`src/rtl/multicycle_main_fsm_pkg.sv`:
```
// Shared types and encodings for the multi-cycle RV32I main control FSM.
// Also imported by the opcode-to-immediate decoder.
package MainFSM_pkg;

    localparam int OPCODE_W = 7;

    typedef enum logic [3:0] {
        FETCH    = 4'd0,
        DECODE   = 4'd1,
        MEMADR   = 4'd2,
        MEMREAD  = 4'd3,
        MEMWB    = 4'd4,
        MEMWRITE = 4'd5,
        EXECUTER = 4'd6,
        EXECUTEI = 4'd7,
        ALUWB    = 4'd8,
        BEQ      = 4'd9,
        JAL      = 4'd10,
        TRAP     = 4'd11
    } state_t;

    localparam logic [OPCODE_W-1:0] OP_LW  = 7'b0000011;
    localparam logic [OPCODE_W-1:0] OP_SW  = 7'b0100011;
    localparam logic [OPCODE_W-1:0] OP_R   = 7'b0110011;
    localparam logic [OPCODE_W-1:0] OP_I   = 7'b0010011;
    localparam logic [OPCODE_W-1:0] OP_BEQ = 7'b1100011;
    localparam logic [OPCODE_W-1:0] OP_JAL = 7'b1101111;

    typedef enum logic [1:0] {
        ALUOP_ADD   = 2'b00,
        ALUOP_SUB   = 2'b01,
        ALUOP_FUNCT = 2'b10
    } ALUOp_t;

    typedef enum logic [1:0] {
        IMM_I = 2'b00,
        IMM_S = 2'b01,
        IMM_B = 2'b10,
        IMM_J = 2'b11
    } ImmSrc_t;

    // Result / operand mux encodings
    localparam logic [1:0] RES_ALUOUT    = 2'b00;
    localparam logic [1:0] RES_DATA      = 2'b01;
    localparam logic [1:0] RES_ALURESULT = 2'b10;

    localparam logic [1:0] SRCA_PC    = 2'b00;
    localparam logic [1:0] SRCA_OLDPC = 2'b01;
    localparam logic [1:0] SRCA_RD1   = 2'b10;

    localparam logic [1:0] SRCB_RD2   = 2'b00;
    localparam logic [1:0] SRCB_IMM   = 2'b01;
    localparam logic [1:0] SRCB_FOUR  = 2'b10;

endpackage

```
`src/rtl/multicycle_main_fsm_imm_src_decoder.sv`:
```
// Combinational opcode -> immediate-format select; shared with the single-cycle core.
module imm_src_decoder
    import MainFSM_pkg::*;
(
    input  logic [OPCODE_W-1:0] i_OpCode,
    output ImmSrc_t             o_ImmSrc
);

    always_comb begin
        case (i_OpCode)
            OP_LW:   o_ImmSrc = IMM_I;
            OP_I:    o_ImmSrc = IMM_I;
            OP_SW:   o_ImmSrc = IMM_S;
            OP_BEQ:  o_ImmSrc = IMM_B;
            OP_JAL:  o_ImmSrc = IMM_J;
            default: o_ImmSrc = IMM_I;
        endcase
    end

endmodule

```
`src/rtl/multicycle_main_fsm.sv`:
```
// Main control FSM of the multi-cycle RV32I core: sequences PC, IR, memory,
// ALU and register file over several cycles per instruction.
module multicycle_main_fsm
    import MainFSM_pkg::*;
#(
    parameter int OPCODE_W = 7,
    parameter int STATE_W  = 4
) (
    input  logic                i_clk,
    input  logic                i_rst,
    input  logic [OPCODE_W-1:0] i_OpCode,
    input  logic                i_Zero,
    input  logic                i_MemReady,
    output logic                o_MemReq,
    output logic                o_MemWrite,
    output logic                o_AdrSrc,
    output logic                o_IRWrite,
    output logic                o_PCWrite,
    output logic                o_RegWrite,
    output logic [1:0]          o_ResultSrc,
    output logic [1:0]          o_ALUSrcA,
    output logic [1:0]          o_ALUSrcB,
    output logic [1:0]          o_ALUOp,
    output logic [1:0]          o_ImmSrc,
    output logic                o_Illegal,
    output logic [STATE_W-1:0]  o_State
);

    state_t     r_state;
    state_t     w_next;
    logic       r_illegal;

    logic       w_mem_req;
    logic       w_mem_write;
    logic       w_adr_src;
    logic       w_ir_write;
    logic       w_pc_update;
    logic       w_branch;
    logic       w_reg_write;
    logic [1:0] w_result_src;
    logic [1:0] w_alu_src_a;
    logic [1:0] w_alu_src_b;
    ALUOp_t     w_alu_op;
    ImmSrc_t    w_imm_src;

    imm_src_decoder u_imm_src_decoder (
        .i_OpCode (i_OpCode),
        .o_ImmSrc (w_imm_src)
    );

    always_ff @(posedge i_clk or posedge i_rst) begin
        if (i_rst) begin
            r_state   <= FETCH;
            r_illegal <= 1'b0;
        end else begin
            r_state <= w_next;
            if (w_next == TRAP)
                r_illegal <= 1'b1;
        end
    end

    // Memory handshake: o_MemReq holds the request (address/strobe stable)
    // until the memory answers with i_MemReady=1; that cycle completes the access.
    always_comb begin
        w_next       = r_state;
        w_mem_req    = 1'b0;
        w_mem_write  = 1'b0;
        w_adr_src    = 1'b0;
        w_ir_write   = 1'b0;
        w_pc_update  = 1'b0;
        w_branch     = 1'b0;
        w_reg_write  = 1'b0;
        w_result_src = RES_ALUOUT;
        w_alu_src_a  = SRCA_PC;
        w_alu_src_b  = SRCB_RD2;
        w_alu_op     = ALUOP_ADD;

        case (r_state)
            FETCH: begin
                w_mem_req    = 1'b1;
                w_alu_src_b  = SRCB_FOUR;
                w_result_src = RES_ALURESULT;
                w_ir_write   = i_MemReady;
                w_pc_update  = i_MemReady;
                if (i_MemReady)
                    w_next = DECODE;
            end
            DECODE: begin
                // Precompute PC-relative branch/jump target into ALUOut
                w_alu_src_a = SRCA_OLDPC;
                w_alu_src_b = SRCB_IMM;
                case (i_OpCode)
                    OP_LW, OP_SW: w_next = MEMADR;
                    OP_R:         w_next = EXECUTER;
                    OP_I:         w_next = EXECUTEI;
                    OP_BEQ:       w_next = BEQ;
                    OP_JAL:       w_next = JAL;
                    default:      w_next = TRAP;
                endcase
            end
            MEMADR: begin
                w_alu_src_a = SRCA_RD1;
                w_alu_src_b = SRCB_IMM;
                w_next      = (i_OpCode == OP_SW) ? MEMWRITE : MEMREAD;
            end
            MEMREAD: begin
                w_adr_src = 1'b1;
                w_mem_req = 1'b1;
                if (i_MemReady)
                    w_next = MEMWB;
            end
            MEMWB: begin
                w_result_src = RES_DATA;
                w_reg_write  = 1'b1;
                w_next       = FETCH;
            end
            MEMWRITE: begin
                w_adr_src   = 1'b1;
                w_mem_req   = 1'b1;
                w_mem_write = 1'b1;
                if (i_MemReady)
                    w_next = FETCH;
            end
            EXECUTER: begin
                w_alu_src_a = SRCA_RD1;
                w_alu_src_b = SRCB_RD2;
                w_alu_op    = ALUOP_FUNCT;
                w_next      = ALUWB;
            end
            EXECUTEI: begin
                w_alu_src_a = SRCA_RD1;
                w_alu_src_b = SRCB_IMM;
                w_alu_op    = ALUOP_FUNCT;
                w_next      = ALUWB;
            end
            ALUWB: begin
                w_reg_write = 1'b1;
                w_next      = FETCH;
            end
            BEQ: begin
                w_alu_src_a = SRCA_RD1;
                w_alu_src_b = SRCB_RD2;
                w_alu_op    = ALUOP_SUB;
                w_branch    = 1'b1;
                w_next      = FETCH;
            end
            JAL: begin
                // PC <- target from DECODE; ALU forms PC+4 for the link write
                w_alu_src_a = SRCA_OLDPC;
                w_alu_src_b = SRCB_FOUR;
                w_pc_update = 1'b1;
                w_next      = ALUWB;
            end
            TRAP: begin
                w_next = TRAP;
            end
            default: begin
                w_next = FETCH;
            end
        endcase
    end

    // Reset gates every write enable so nothing commits while it is held
    assign o_MemReq    = w_mem_req   & ~i_rst;
    assign o_MemWrite  = w_mem_write & ~i_rst;
    assign o_IRWrite   = w_ir_write  & ~i_rst;
    assign o_RegWrite  = w_reg_write & ~i_rst;
    assign o_PCWrite   = (w_pc_update | (w_branch & i_Zero)) & ~i_rst;
    assign o_AdrSrc    = w_adr_src;
    assign o_ResultSrc = w_result_src;
    assign o_ALUSrcA   = w_alu_src_a;
    assign o_ALUSrcB   = w_alu_src_b;
    assign o_ALUOp     = w_alu_op;
    assign o_ImmSrc    = w_imm_src;
    assign o_Illegal   = r_illegal;
    assign o_State     = STATE_W'(r_state);

endmodule
```
`config.mk`:
```
export PLATFORM = sky130hd
export DESIGN_NAME = multicycle_main_fsm
export DESIGN_NICKNAME = d
export VERILOG_FILES = /design/src/rtl/multicycle_main_fsm_pkg.sv /design/src/rtl/multicycle_main_fsm_imm_src_decoder.sv /design/src/rtl/multicycle_main_fsm.sv
export SDC_FILE = /design/constraint.sdc
export NUM_CORES = 1
export LEC_CHECK = 0
export CORE_MARGIN = 2
export CORE_UTILIZATION = 40
export DETAILED_ROUTE_END_ITERATION = 7
export PLACE_DENSITY_LB_ADDON = 0.2
export RECOVER_POWER = 50
export SLEW_MARGIN = 20
export SYNTH_ARGS = -nofsm -noshare
export SYNTH_HDL_FRONTEND = slang
export SYNTH_SLANG_ARGS = --single-unit
```
`constraint.sdc`:
```
create_clock -name i_clk -period 3.8 [get_ports i_clk]
set_input_delay 0.76 -clock i_clk [delete_from_list [all_inputs] [get_ports i_clk]]
set_output_delay 0.76 -clock i_clk [all_outputs]
set_load 0.005 [all_outputs]
```
After elaboration in Yosys (flattened, before gate mapping)
Cells that the tools add are included.

Register bits: 5.

Bitwise operators: 8. Equal/unequal tests: 18. Mux-type cells: 18. Reduce and logical (&&, ||, !) cells: 11.

Operator list (count): $pmux W4 S7 (1); $eq A4 B4 Y1 const B (5); $pmux W4 S5 (1); $eq A4 B3 Y1 const B (4); $pmux W2 S2 (4); $eq A7 B6 Y1 const B (2); $eq A7 B7 Y1 const B (2); $mux W4 (3); $reduce_or A2 Y1 (6); $reduce_or A3 Y1 (3); $eq A4 B2 Y1 const B (2); $eq A7 B2 Y1 const B (1); $eq A7 B5 Y1 const B (1); $and A1 B1 Y1 (6); $mux W1 (6); $pmux W2 S3 (1); $eq A4 B1 Y1 const B (1); $logic_not A4 Y1 (1); $reduce_or A4 Y1 (1); $mux W3 (1); $pmux W1 S2 (1); $not A1 Y1 (1); $or A1 B1 Y1 (1).

Depth between registers and ports, before layout
Depth after elaboration: 5. Gate-level depth with buffers: 6. Gate-level depth less buffers: 5.

Cells and area by module
A second synthesis with hierarchy kept.

Cell total of the unflattened synthesis: 93. Area, all modules: 725.7 µm².

By module, submodules not included: multicycle_main_fsm (area an instance 681.9 µm², sequential area each 125.1 µm², instances 1, cells each 87); imm_src_decoder (area an instance 43.8 µm², sequential area each 0.0 µm², instances 1, cells each 6).

Worst setup path before layout
Ideal clock, no wire load.

Kind: input port to output port. From: input port i_MemReady. To: output port o_PCWrite. Data arrival time: 1.335 ns. Data required time: 3.040 ns. Setup slack: 1.705 ns. Path buffers: 0. Stages: 5. Cells stage by stage: nor3b_1 a31oi_1 nor2_1 a21oi_1 nor3_1.

Cells in the longest elaborated chain, start to end: 3.

Ends and longest elaborated chain: from (decl) (line multicycle_main_fsm.sv:13) `input logic i_MemReady,`; $pmux W1 S2 (line multicycle_main_fsm.sv:78) `case (r_state)`; $or A1 B1 Y1 (line multicycle_main_fsm.sv:168) `assign o_PCWrite = (w_pc_update | (w_branch & i_Zero)) & ~i_rst;`; $and A1 B1 Y1 (line multicycle_main_fsm.sv:168); to (decl) (line multicycle_main_fsm.sv:18) `output logic o_PCWrite,`.

No other way between the ends.

Final worst setup path
Same ends and word-level chain as after synthesis.

==> out/qor.csv <==
metric;value;unit
status;finished clean;
largest net degree at the start of global routing;20;
routed len/inst;12.36;um
slew margin rel.;0.6226;
wire length on met3;65;um
CTS buffer count;3;
TritonCTS clock tree;built;
Multi-input gate area;424.2;um2
Synth Register Bits;5;
Period minus WS final;3274;ps
die height;42.34;um
worst-path maximum fanout;6;
Reg clk slew, reported paths;40;ps
critical path data required time;3040;ps
Hold Path Class;reg2reg;
n_diodes;0;
Synth Instances;85;
core area;1334;um2
Routability Congestion;0.8120;
clock sink count;5;
Max VDD drop;341.2;uV
crit path launch type;input port;
Avg Cell Area, Syn;6.918;um2
synthesis-to-finish area growth;55.11;%
highest metal used;met4;
wire length on met2;815;um
starting density of the core;0.4409;
Filler cells;118;
Final Power;634.5;uW
GRT overflow;0;
post_cts resized;0;
Final Slew Violations;0;
leak pwr;0.3530;nW
most common cell type on the critical path;clkdlybuf4s50_1;
sequential share of the synthesized area;0.2128;
via count;722;
crit-path cells;clkdlybuf4s50_1, nor3b_1, a31oi_1, nor2_1, a21oi_1, nor3_1, clkdlybuf4s50_1;
crit end category;output pin;
RSZ-0062 raised after global routing;false;
Routed WL;1.594;mm
H-tree depth;1;
first-pass GRT wire length;2.697;mm
Setup TNS Final;0;ps
Cell variety after synth;31;
number of I/O pins;32;
R2R setup slack;1890;ps
die width;42.34;um
nets@finish;126;
Max-cap violations;0;
Synth area leaders;dfrtp_1 (21%), nor2_1 (8.3%), nand2b_1 (5.3%), nor3_1 (5.1%), nand2_1 (4.5%);
mean number of vias per cell;5.597;
Post-synth EDFFs;0;
cell accounting for the most synthesized area;dfrtp_1;
synthesized net count;96;
vias in the first global route;638;
layout cells sized above 1;0.07018;
ys async rst share;1.000;
num rows;13;
Fin Clk Skew;2.872;ps
DR DRC count;0;
crit path DAT;2510;ps
ys flop type;dfrtp_1;
Synth top area share;0.2128;
Tcrit/Tclk final;0.8616;
Clock Path Buffers;2;
antenna violations before repair;0;
f_max;305.4;MHz
Storage cell area;125.1;um2
Post-Synthesis Cell Area;588.1;um2
1st-iter DRT viols;9;
Cell Pwr Density;695.6;nW/um2
Fin. Hold Viols;0;
root buffer cell;clkbuf_4;
delay-heaviest family, CP;buffers and inverters;
worst-margin pin slew;566.0;ps
First-pass DRT Iterations;4;
GRT Overall Usage;0.1961;
Yosys warning total;0;
Metal-1 WL;675;um
max incr delay on CP;580;ps
Finish-stage setup viols;0;
dpl hpwl;1.235;mm
worst skew pair latency;250;ps
Worst Setup Path Type;in2out;
CP bufs+invs;2;
Port Buf Inserts;31;
Hold Buf Count CTS;0;
setup bufs post-CTS;0;
Crit-path slowest cell;clkdlybuf4s50_1;
die area;1793;um2
Final ANT Viol Nets;0;
[per-stage QoR]
stage / setup slack [ps] / hold WS, ps / instances / cell area (um2) / utilization
CTS: 521.7 / 474.7 / 129 / 920.9 / 0.6904
floorplan: 1705 / 462.6 / 85 / 588.1 / -
global placement: 577.5 / 450.5 / 125 / 894.6 / 0.6707
detailed placement: 534.7 / 465.3 / 125 / 894.6 / 0.6707
global route: 388.4 / 499.4 / 129 / 912.1 / 0.6839
finish: 525.8 / 464.4 / 129 / 912.1 / 0.6839
[worst reg2reg max path, stage by stage, from the launching register on]
cell and delay, ps:
dfrtp_1 620, and2b_1 290, or2_0 200, a221oi_1 290, o31ai_1 150, a31o_1 240
[cell type report]
type,instances,area share
Tap cell,15,0.02058
Multi-Input combinational cell,72,0.4650
Timing Repair Buffer,31,0.3402
Inverter,2,0.008230
Clock buffer,4,0.02881
Sequential cell,5,0.1372
[per-layer routing]
metal | vias to the layer above | global-route usage
li1 | 364 | -
met1 | 328 | 0.2338
met2 | 25 | 0.3323
met3 | 5 | 0.01724
met4 | 0 | 0.1250
met5 | - | 0
[cell usage in the layout, fill, tap and decap left out, types with 5 or more instances in the layout]
| master | netlist | layout |
|---|---|---|
| nand2_1 | 7 | 7 |
| a21oi_1 | 5 | 5 |
| clkdlybuf4s50_1 | 0 | 24 |
| nor2_1 | 13 | 13 |
| dfrtp_1 | 5 | 5 |
| nand2b_1 | 5 | 5 |
| dlygate4sd3_1 | 0 | 7 |
| nor3_1 | 6 | 6 |
[sequential cells by signal, indices dropped and copies added, names as in the netlist]
signal	flops
o_State	4
o_Illegal	1
[cell usage after synthesis, drive strengths merged, types with 2 or more instances]
library cell,number
mux2i,2
a31oi,3
clkbuf,6
nor2,13
xnor2,2
or3,2
nand2,7
and2b,2
nand2b,5
nor2b,3
nand3,3
nor4,3
o21ai,2
inv,2
dfrtp,5
a21oi,5
o22ai,2
nor3b,2
nor3,6
[kinds of logic (layout without fill, tap and decap cells)]
family,count (synthesis),after routing,synth area share
DFF,5,5,0.2128
and+or+nand+nor,49,49,0.4511
muxes,2,2,0.03404
xor gates and xnor gates,3,3,0.04469
AOI/OAI and AO/OA,18,18,0.2064
buffers and inverters,8,37,0.05107
[final timing paths]
check                                           start                     to  depth (start not counted)
worst max-delay path                       i_MemReady              o_PCWrite                          7
worst min-delay path            o_Illegal$_DFFE_PP0N_  o_Illegal$_DFFE_PP0N_                          1
worst max register to register   o_State[0]$_DFF_PP0_  o_Illegal$_DFFE_PP0N_                          5
worst min register to register  o_Illegal$_DFFE_PP0N_  o_Illegal$_DFFE_PP0N_                          1
max in group asynchronous                       i_rst  o_Illegal$_DFFE_PP0N_                          2
min in group asynchronous                       i_rst   o_State[0]$_DFF_PP0_                          2
[power by group]
part | total (mW) | switching (mW) | leakage [nW] | internal [mW]
Sequential | 0.159 | 0.0867 | 0.0586 | 0.0727
Clock | 0.0623 | 0.0226 | 0.0150 | 0.0397
Combinational | 0.413 | 0.167 | 0.279 | 0.246
Total | 0.634 | 0.276 | 0.353 | 0.358
No activity file was read; power rests on OpenSTA's default activity.
